$ cat src/rtl/frame_serializer_if.sv
// Frame capture and byte-stream link of the frame serializer.
// slave is the serializer side, master is the frame source / USB transmit side.
interface frame_serializer_if #(
  parameter int PAYLOAD_BYTES = 64
);
  localparam int FRAME_W = 8 * (PAYLOAD_BYTES + 2);

  logic [FRAME_W-1:0] frame_in;
  logic               load;
  logic               tx_ready;
  logic [7:0]         tx_data;
  logic               tx_valid;
  logic               busy;
  logic               frame_done;
  logic               overrun;

  modport master (
    output frame_in, load, tx_ready,
    input  tx_data, tx_valid, busy, frame_done, overrun
  );

  modport slave (
    input  frame_in, load, tx_ready,
    output tx_data, tx_valid, busy, frame_done, overrun
  );
endinterface

$ cat src/rtl/frame_serializer.sv
// Captures one averaged frame and streams its payload a byte at a time,
// followed by the complemented CRC-16/USB of the payload (low byte first).
module frame_serializer #(
  parameter int PAYLOAD_BYTES = 64
) (
  input  logic              clk,
  input  logic              n_rst,
  frame_serializer_if.slave bus
);
  localparam int FRAME_W = 8 * (PAYLOAD_BYTES + 2);
  localparam int PAY_W   = 8 * PAYLOAD_BYTES;
  localparam int IDX_W   = (PAYLOAD_BYTES > 1) ? $clog2(PAYLOAD_BYTES) : 1;
  localparam logic [IDX_W-1:0] LAST_IDX = IDX_W'(PAYLOAD_BYTES - 1);

  typedef enum logic [2:0] {
    S_IDLE,
    S_SEND,
    S_CRC_LO,
    S_CRC_HI,
    S_DONE
  } state_t;

  state_t             state_q, state_d;
  logic [PAY_W-1:0]   shadow_q;
  logic [15:0]        crc_q;
  logic [IDX_W-1:0]   idx_q;
  logic               overrun_q;

  logic               capture;
  logic               xfer;
  logic               tx_valid;
  logic               busy;
  logic               frame_done;
  logic [7:0]         tx_data;
  logic               unused_lsbs;

  function automatic logic [15:0] crc16_byte(input logic [15:0] crc_in,
                                             input logic [7:0]  data);
    logic [15:0] c;
    c = crc_in;
    for (int unsigned i = 0; i < 8; i++) begin
      if (c[0] ^ data[i]) c = (c >> 1) ^ 16'hA001;
      else                c = c >> 1;
    end
    return c;
  endfunction

  assign xfer        = tx_valid && bus.tx_ready;
  assign unused_lsbs = ^bus.frame_in[15:0];

  always_ff @(posedge clk or negedge n_rst) begin
    if (!n_rst) state_q <= S_IDLE;
    else        state_q <= state_d;
  end

  always_comb begin
    state_d    = state_q;
    tx_valid   = 1'b0;
    tx_data    = '0;
    busy       = 1'b1;
    frame_done = 1'b0;
    capture    = 1'b0;
    unique case (state_q)
      S_IDLE: begin
        busy = 1'b0;
        if (bus.load) begin
          capture = 1'b1;
          state_d = S_SEND;
        end
      end
      S_SEND: begin
        tx_valid = 1'b1;
        tx_data  = shadow_q[PAY_W-1 -: 8];
        if (bus.tx_ready && (idx_q == LAST_IDX)) state_d = S_CRC_LO;
      end
      S_CRC_LO: begin
        tx_valid = 1'b1;
        tx_data  = ~crc_q[7:0];
        if (bus.tx_ready) state_d = S_CRC_HI;
      end
      S_CRC_HI: begin
        tx_valid = 1'b1;
        tx_data  = ~crc_q[15:8];
        if (bus.tx_ready) state_d = S_DONE;
      end
      S_DONE: begin
        frame_done = 1'b1;
        state_d    = S_IDLE;
      end
      default: begin
        busy    = 1'b0;
        state_d = S_IDLE;
      end
    endcase
  end

  // Shadow shifts left on each payload transfer so the current byte is always
  // the top byte; idx only tracks when the payload is exhausted.
  always_ff @(posedge clk or negedge n_rst) begin
    if (!n_rst) begin
      shadow_q  <= '0;
      crc_q     <= '1;
      idx_q     <= '0;
      overrun_q <= 1'b0;
    end else begin
      overrun_q <= bus.load && (state_q != S_IDLE);
      if (capture) begin
        shadow_q <= bus.frame_in[FRAME_W-1:16];
        crc_q    <= '1;
        idx_q    <= '0;
      end else if (xfer && (state_q == S_SEND)) begin
        shadow_q <= shadow_q << 8;
        crc_q    <= crc16_byte(crc_q, shadow_q[PAY_W-1 -: 8]);
        idx_q    <= idx_q + 1'b1;
      end
    end
  end

  assign bus.tx_data    = tx_data;
  assign bus.tx_valid   = tx_valid;
  assign bus.busy       = busy;
  assign bus.frame_done = frame_done;
  assign bus.overrun    = overrun_q;
endmodule

$ cat src/flat_wrapper.sv
// flat-port wrapper written by rule: the top's interface ports become plain ports
module frame_serializer_flat 
#(
  parameter int PAYLOAD_BYTES = 64
)
  (clk, n_rst, bus_frame_in, bus_load, bus_tx_ready, bus_tx_data, bus_tx_valid, bus_busy, bus_frame_done, bus_overrun);
  frame_serializer_if #(.PAYLOAD_BYTES(PAYLOAD_BYTES)) bus_i ();
  input  logic clk;
  input  logic n_rst;
  input wire logic [$bits(bus_i.frame_in)-1:0] bus_frame_in;
  input wire logic [$bits(bus_i.load)-1:0] bus_load;
  input wire logic [$bits(bus_i.tx_ready)-1:0] bus_tx_ready;
  output wire logic [$bits(bus_i.tx_data)-1:0] bus_tx_data;
  output wire logic [$bits(bus_i.tx_valid)-1:0] bus_tx_valid;
  output wire logic [$bits(bus_i.busy)-1:0] bus_busy;
  output wire logic [$bits(bus_i.frame_done)-1:0] bus_frame_done;
  output wire logic [$bits(bus_i.overrun)-1:0] bus_overrun;
  assign bus_i.frame_in = bus_frame_in;
  assign bus_i.load = bus_load;
  assign bus_i.tx_ready = bus_tx_ready;
  assign bus_tx_data = bus_i.tx_data;
  assign bus_tx_valid = bus_i.tx_valid;
  assign bus_busy = bus_i.busy;
  assign bus_frame_done = bus_i.frame_done;
  assign bus_overrun = bus_i.overrun;
  frame_serializer #(.PAYLOAD_BYTES(PAYLOAD_BYTES)) u_core (.clk(clk), .n_rst(n_rst), .bus(bus_i));
endmodule
$ cat config.mk
export PLATFORM = sky130hd
export DESIGN_NAME = frame_serializer_flat
export DESIGN_NICKNAME = d
export VERILOG_FILES = /design/src/rtl/frame_serializer_if.sv /design/src/rtl/frame_serializer.sv /design/src/flat_wrapper.sv
export SDC_FILE = /design/constraint.sdc
export NUM_CORES = 1
export LEC_CHECK = 0
export ABC_AREA = 0
export BUFFER_PORTS_ARGS = -buffer_cell sky130_fd_sc_hd__buf_2
export CAP_MARGIN = 30
export CORE_AREA = 2 2 213 215
export CTS_CLUSTER_DIAMETER = 200
export DETAILED_ROUTE_END_ITERATION = 7
export DIE_AREA = 0 0 215 217
export MAX_ROUTING_LAYER = met4
export PLACE_DENSITY_LB_ADDON = 0.08
export SYNTH_ARGS = -nofsm -noshare
export SYNTH_HDL_FRONTEND = slang
export SYNTH_SLANG_ARGS = --single-unit
$ cat constraint.sdc
create_clock -name clk -period 4.1 [get_ports clk]
set_input_delay 0.41 -clock clk [delete_from_list [all_inputs] [get_ports clk]]
set_output_delay 0.41 -clock clk [all_outputs]
set_load 0.1 [all_outputs]
## Word-level counts from Yosys, hierarchy flattened

Cells that the tools add are included.
W data, S select, Z words.

| storage, ports and cells | value |
|---|---|
| register bits | 538 |
| input port bits | 532 |

| operators by class | value |
|---|---|
| add/sub/neg operators | 1 |
| bitwise operators | 18 |
| reductions and logical operators | 10 |
| muxes and demuxes | 39 |
| eq/ne operators | 9 |

Operators with widths:

| kind | count |
|---|---|
| $mux W512 | 2 |
| $mux W16 | 24 |
| $not A2 Y3 | 8 |
| $pmux W8 S3 | 1 |
| $not A8 Y8 | 2 |
| $mux W3 | 4 |
| $mux W6 | 2 |
| $pmux W3 S4 | 1 |
| $xor A1 B1 Y1 | 8 |
| $add A6 B1 Y6 const B | 1 |
| $eq A3 B2 Y1 const B | 2 |
| $eq A6 B6 Y1 const B | 1 |
| $ne A2 B2 Y1 const B | 3 |
| $mux W1 | 5 |
| $logic_and A1 B1 Y1 | 4 |
| $reduce_and A4 Y1 | 1 |
| $reduce_or A4 Y1 | 1 |
| $eq A3 B1 Y1 const B | 1 |
| $eq A3 B3 Y1 const B | 1 |
| $logic_not A3 Y1 | 1 |
| $reduce_bool A3 Y1 | 1 |
| $reduce_or A3 Y1 | 1 |
| $ne A2 B1 Y1 const B | 1 |
| $reduce_bool A2 Y1 | 1 |

## Longest topological paths before layout

Gate-level depths: netlist (run 1).

| depth | value |
|---|---|
| depth in word-level cells | 35 |
| mapped depth | 8 |
| depth with buffers taken out | 6 |

## Least setup slack after synthesis (run 1)

OpenSTA, ideal clock, no wires.

| timing path | value |
|---|---|
| kind | register to output |
| start | reg u_core.state_q[0] |
| end | out bus_busy |
| setup slack | 1.051 ns |
| required time | 3.690 ns |
| data arrival time | 2.639 ns |
| stages on the path, launching flop included | 5 |
| buffers on the path | 2 |
| cells stage by stage | dfrtp_1 > buf_2 > buf_1 > nor2_1 > xnor2_1 |

| between the ends | value |
|---|---|
| word-level cells in the longest chain between the ends | 3 |

RTL lines:

| element | line | source |
|---|---|---|
| start: declaration | frame_serializer.sv:23 | `state_t state_q, state_d;` |
| start signal: assignment | frame_serializer.sv:53 | `else state_q <= state_d;` |
| $eq A3 B3 Y1, or another cell as far along | frame_serializer.sv:63 | `unique case (state_q)` |
| $reduce_or A4 Y1 (no source line) (*) | -- |  |
| $mux W1 (*) | frame_serializer.sv:63 |  |
| end: declaration | flat_wrapper.sv:15 | `output wire logic [$bits(bus_i.busy)-1:0] bus_busy;` |

Mark *: on every way between the ends. The rest lies on a longest branch, timed or not.

## Final worst setup path (run 1)

| timing path | value |
|---|---|
| start | reg u_core.state_q[0] |
| end | out bus_tx_data[7] |

| between the ends | value |
|---|---|
| word-level cells in the longest chain between the ends | 2 |

RTL lines:

| element | line | source |
|---|---|---|
| $eq A3 B2 Y1 or $eq A3 B1 Y1 (tied branches) | frame_serializer.sv:63 |  |
| $pmux W8 S3 (*) | frame_serializer.sv:63 |  |
| end: declaration | flat_wrapper.sv:13 | `output wire logic [$bits(bus_i.tx_data)-1:0] bus_tx_data;` |

Marked as above.

==> flow_summary.toml, run 1 <==
[worst_setup_path]
crit_chain = "inv_1, nor2_1, a22oi_1, nor2_1, buf_2"
startpoint = "u_core.state_q[0]"
timing.critical_path.depth = 5
r2r_end = "u_core.shadow_q[171]"
cp.arrival_ns = 3.11
r2r_start = "u_core.state_q[0]"
critical-path-max-stage-delay_ns = 0.92
endpoint = "bus_tx_data[7]"
ff2ff_setup_slack_ns = 1.01
required_ns = 3.69
critPathMaxFanout = 20
crit_buf_inv = 2
start_kind = "flip-flop"
reg2reg_depth = 5
crit_top_cell = "nor2_1"
cp_slowest_cell = "dfrtp_1"
crit_family = "flip-flops"
endpoint_kind = "output pin"
crit_type = "reg2out"

[route]
via_per_inst = 5.43
wire_per_inst_um = 17.1
vias = 21800
drt_iter0_markers = 2384
route.final.wire_length_um = 68600
first_pass_iters = 5
ant_nets = 0
drc = 0

[layout]
fillers = 3913
layout_common_cells = "1024 x nand2_1, 529 x nor2_1, 526 x buf_2"
final_cell_area_um2 = 29200
layout_commonest_cell = "nand2_1"
fin_util_pct = 65.4
seqCellArea_um2 = 13500
fin_nets = 3834
multiInputGateArea_um2 = 9740
area_delta_synth_final_pct = 20.2
final_cells = 4014
drive_above_1_share_pct = 19.8

[placement]
io_buffers = 527
dpl.hpwl_um = 45700
gp_congestion = 0.894
dp_cells = 3840
place_area_um2 = 27100
dp_slack_ns = 1.08

[sta]
setup_violations = 0
final-hold-violation-count = 0
fmax_ghz = 0.284
post-route-period-util_pct = 86.0
worstMarginPinSlew_ns = 0.915
finalSetupTns_ns = 0
slew_headroom_pct = 39.0
rsz0062_at_grt = "false"
drv_slew = 0
clock_skew_ns = 0.0142
setup_ws_ns = 0.576
min_period_ns = 3.52

[pwr]
vdd_ir_drop_max_uv = 696
leakage_nw = 13.6
power.density_nw_per_um2 = 681

[synthesis]
synth-edff-count = 0
async_flop_share_pct = 100
synthCells = 2921
yosysWarnings = 0
ys_ff_latch = 538
netlist_area_um2 = 24300
ys.flop_type = "dfrtp_1"
avgSynthCellArea_um2 = 8.32
yosysSeqAreaShare_pct = 55.5
synthDistinctLibCells = 36
syn_nets = 3454

[floorplan]
num_rows = 78
start_util_pct = 54.4
pin_count = 544
die_w_um = 215
die-area_um2 = 46700
chipHeight_um = 217
core_area_um2 = 44700

[clock_tree]
clkLatencyLatePin_ns = 0.62
cts_sinks = 538
clockBufferDepth = 3
clk_pin_slew_ns = 0.06
hold_buffers = 1
cts_root_buf = "clkbuf_16"
cts_resized = 0
h-tree-depth = 2
cts_tree = "yes"
cts_buffers = 58
post-cts-setup-buffers = 0

[job]
maxCapViolCount = 0

[global_routing]
grt_use_met3_pct = 8.30
grt_pass1_wl_um = 109000
grt_use_met1_pct = 37.8
antenna_found_initial = 61
grt_remaining_overflow = 0
grt_max_degree = 201
grt_util_all_layers_pct = 29.9
busiest_layer = "met2"
first_global_vias = 20800
grtUsageMet2_pct = 46.1

[hold_path]
holdCritPathClass = "in2reg"

[run_status]
status = "finished clean"
## stage by stage
stage	hold slack [ns]	power (mW)
after floorplan	0.114	13.0
after global placement	0.469	14.3
after detailed placement	0.479	14.5
after CTS	0.000900	20.0
after global routing	0.0203	21.2
final	0.0311	19.9
## how the worst min path moves through the flow
stage                                start                  to  slack, ns  cells after the start
final                     bus_frame_in[17]  u_core.shadow_q[1]       0.03                      3
after global routing      bus_frame_in[16]  u_core.shadow_q[0]       0.02                      3
after CTS                 bus_frame_in[23]  u_core.shadow_q[7]     0.0009                      3
after detailed placement   u_core.crc_q[2]     u_core.crc_q[2]       0.48                      2
after global placement     u_core.crc_q[2]     u_core.crc_q[2]       0.47                      2
after floorplan                      n_rst  u_core.bus.overrun       0.11                      0
## worst reg2reg max path, stage by stage, from the launching register on
cell and delay (ns):
dfrtp_1 0.92, nand4bb_1 0.68, nand2_8 0.52, buf_12 0.53, nor2_1 0.17, a31oi_1 0.18
## state kept, by name, summed over array words and instances, names as in the netlist
signal,cells
u_core.crc_q,16
u_core.idx_q,6
u_core.bus.overrun,1
u_core.shadow_q,512
u_core.state_q,3
## routing by layer
metal	up-vias	wire, um
li1	10600	-
met1	10400	29000
met2	644	32400
met3	132	4890
met4	0	2240
met5	-	0
## Yosys cell counts (all sizes together) (6+ instances only)
| cell type | number | area share [%] |
|---|---|---|
| a22oi | 8 | 0.25 |
| dfrtp | 522 | 54 |
| a31oi | 506 | 13 |
| dfstp | 16 | 1.7 |
| xnor2 | 17 | 0.61 |
| buf | 124 | 2.9 |
| xor2 | 6 | 0.22 |
| a21oi | 20 | 0.41 |
| o22a | 6 | 0.22 |
| nor2 | 529 | 8.2 |
| nand2 | 1025 | 16 |
| mux2i | 8 | 0.33 |
| clkbuf | 111 | 1.7 |
## cell type report
class | count | area share (%)
Sequential cell | 538 | 46.1
Multi-Input combinational cell | 2147 | 33.3
Timing Repair Buffer | 555 | 10.6
Clock buffer | 89 | 6.00
Tap cell | 600 | 2.57
Clock inverter | 13 | 0.737
Antenna cell | 71 | 0.608
Inverter | 1 | 0.0128
## where the power goes
group	switching, mW	internal, mW	total, mW	leakage (nW)
sequential	1.21	7.42	8.63	5.30
combinational	3.43	2.41	5.85	7.34
clock	2.13	3.29	5.42	0.970
total	6.77	13.1	19.9	13.6
## cell families (layout without fill, tap and decap cells)
logic type | Yosys count | in the layout | synth area share [%]
buf+inv | 236 | 658 | 4.59
other cells | 0 | 71 | 0
simple gates | 1569 | 1569 | 24.5
compound gates | 544 | 544 | 14.0
fa+ha+maj | 1 | 1 | 0.0515
flops | 538 | 538 | 55.5
mux | 8 | 8 | 0.330
xor+xnor | 25 | 25 | 1.02
No activity file was read; power rests on OpenSTA's default activity.
==> run 2: changes to the inputs <==
CORE_AREA = unset   (was 2 2 213 215)
CORE_ASPECT_RATIO = 0.75   (was unset)
CORE_UTILIZATION = 59   (was unset)
CTS_CLUSTER_DIAMETER = 150   (was 200)
DIE_AREA = unset   (was 0 0 215 217)
SLEW_MARGIN = 25   (was unset)
==> flow_summary.toml, run 2 (synthesis results as in run 1) <==
[layout]
fin_nets = 3835
layout_common_cells = "1024 x nand2_1, 529 x nor2_1, 526 x buf_2"
area_delta_synth_final_pct = 19.1
largest_reg_flops = 512
layout_commonest_cell = "nand2_1"
largestRegisters = "u_core.shadow_q x512, u_core.crc_q x16, u_core.idx_q x6"
fin_util_pct = 72.3
drive_above_1_share_pct = 19.9
fillers = 3116
final_cell_area_um2 = 28900
max_flop_register = "u_core.shadow_q"

[clock_tree]
clk_pin_slew_ns = 0.06
cts_resized = 0
cts_root_buf = "clkbuf_16"
clkLatencyLatePin_ns = 0.57
cts_tree = "yes"
h-tree-depth = 2
cts_sinks = 538
cts_buffers = 51
clockBufferDepth = 3

[run_status]
status = "finished clean"

[worst_setup_path]
critPathMaxFanout = 20
endpoint_kind = "output pin"
cp.arrival_ns = 2.98
start_kind = "flip-flop"
crit_chain = "inv_1, nor2_1, a22oi_1, nor2_1, buf_2"
reg2reg_depth = 6
crit_top_cell = "nor2_1"
crit_type = "reg2out"
required_ns = 3.69
critical-path-max-stage-delay_ns = 0.89
cp_slowest_cell = "dfrtp_1"

[floorplan]
die_w_um = 236
die-area_um2 = 42000
pin_count = 544
num_rows = 63
core_area_um2 = 40000
start_util_pct = 60.7
chipHeight_um = 178

[sta]
min_period_ns = 3.39
fmax_ghz = 0.295
finalSetupTns_ns = 0
final-hold-violation-count = 0
clock_skew_ns = 0.0126
drv_slew = 0
post-route-period-util_pct = 82.6
slew_headroom_pct = 28.3
worstMarginPinSlew_ns = 1.08
rsz0062_at_grt = "false"
setup_violations = 0

[placement]
dpl.hpwl_um = 45000
io_buffers = 527
gp_congestion = 0.892
place_area_um2 = 27000

[global_routing]
grt_remaining_overflow = 0
antenna_found_initial = 31
grt_max_degree = 256
first_global_vias = 20900
grt_util_all_layers_pct = 32.5
grt_pass1_wl_um = 106000

[route]
vias = 22000
drc = 0
wire_per_inst_um = 17.3
drt_iter0_markers = 2401
ant_nets = 0
first_pass_iters = 5
route.final.wire_length_um = 67300
via_per_inst = 5.66

[pwr]
power.density_nw_per_um2 = 676
vdd_ir_drop_max_uv = 463
leakage_nw = 13.6

[hold_path]
holdCritPathClass = "in2reg"
whs_path_depth = 3

[job]
maxCapViolCount = 0
[run 2: layout make-up]
type,instances,area (um^2),share of cell area [%]
antenna,31,77.6,0.268
clock buffer,82,1610,5.55
clock inverter,10,155,0.536
inverter,1,3.75,0.0130
multi-input combinational,2147,9740,33.6
sequential,538,13500,46.6
tap,520,651,2.25
timing repair buffer,563,3230,11.2
[run 2: worst max-delay path: cells and delay by family, from the launching register on]
kind	cells	cell delay, ns
buf+inv	2	0.60
compound gates	1	0.25
flops	1	0.89
simple gates	2	0.67
[run 2: path summary, 6_finish.rpt]
| kind | slack, ns | startpoint | to |
|---|---|---|---|
| max reg2reg | 0.99 | u_core.state_q[0] | u_core.shadow_q[315] |
| max in group asynchronous | 2.66 | n_rst | u_core.shadow_q[162] |
| min reg2reg | 0.49 | u_core.crc_q[2] | u_core.crc_q[2] |
| min | 0.08 | bus_frame_in[22] | u_core.shadow_q[6] |
| max | 0.71 | u_core.state_q[0] | bus_tx_data[3] |
| min in group asynchronous | 0.39 | n_rst | u_core.shadow_q[447] |
[run 2: through the flow]
step | power, mW | cells | hold WS [ns] | worst slack, ns
floorplan | 13.0 | 2921 | 0.114 | 1.05
global placement | 14.3 | 3766 | 0.390 | 1.19
detailed placement | 14.6 | 3766 | 0.396 | 1.09
CTS | 19.6 | 3859 | 0.0599 | 0.684
global route | 20.8 | 3892 | 0.0774 | 0.494
finish | 19.6 | 3892 | 0.0776 | 0.714
[run 2: what timing repair did]
action,in CTS,in global routing
buffers inserted,0,0
hold buffers,1,0
hold endpoints to repair,43,0
[run 2: power breakdown]
group          total, mW  internal (mW)  switching, mW  leakage (nW)
registers           8.63           7.41           1.21          5.30
logic               5.97           2.47           3.50          7.40
clock network       4.95           2.92           2.03         0.862
[run 2: layer usage]
layer,GRT usage [%],wire length (um),vias up
li1,-,-,10500
met3,5.10,4300,165
met2,50.3,32000,735
met5,-,0,-
met1,43.3,28400,10600
met4,13.5,2690,0
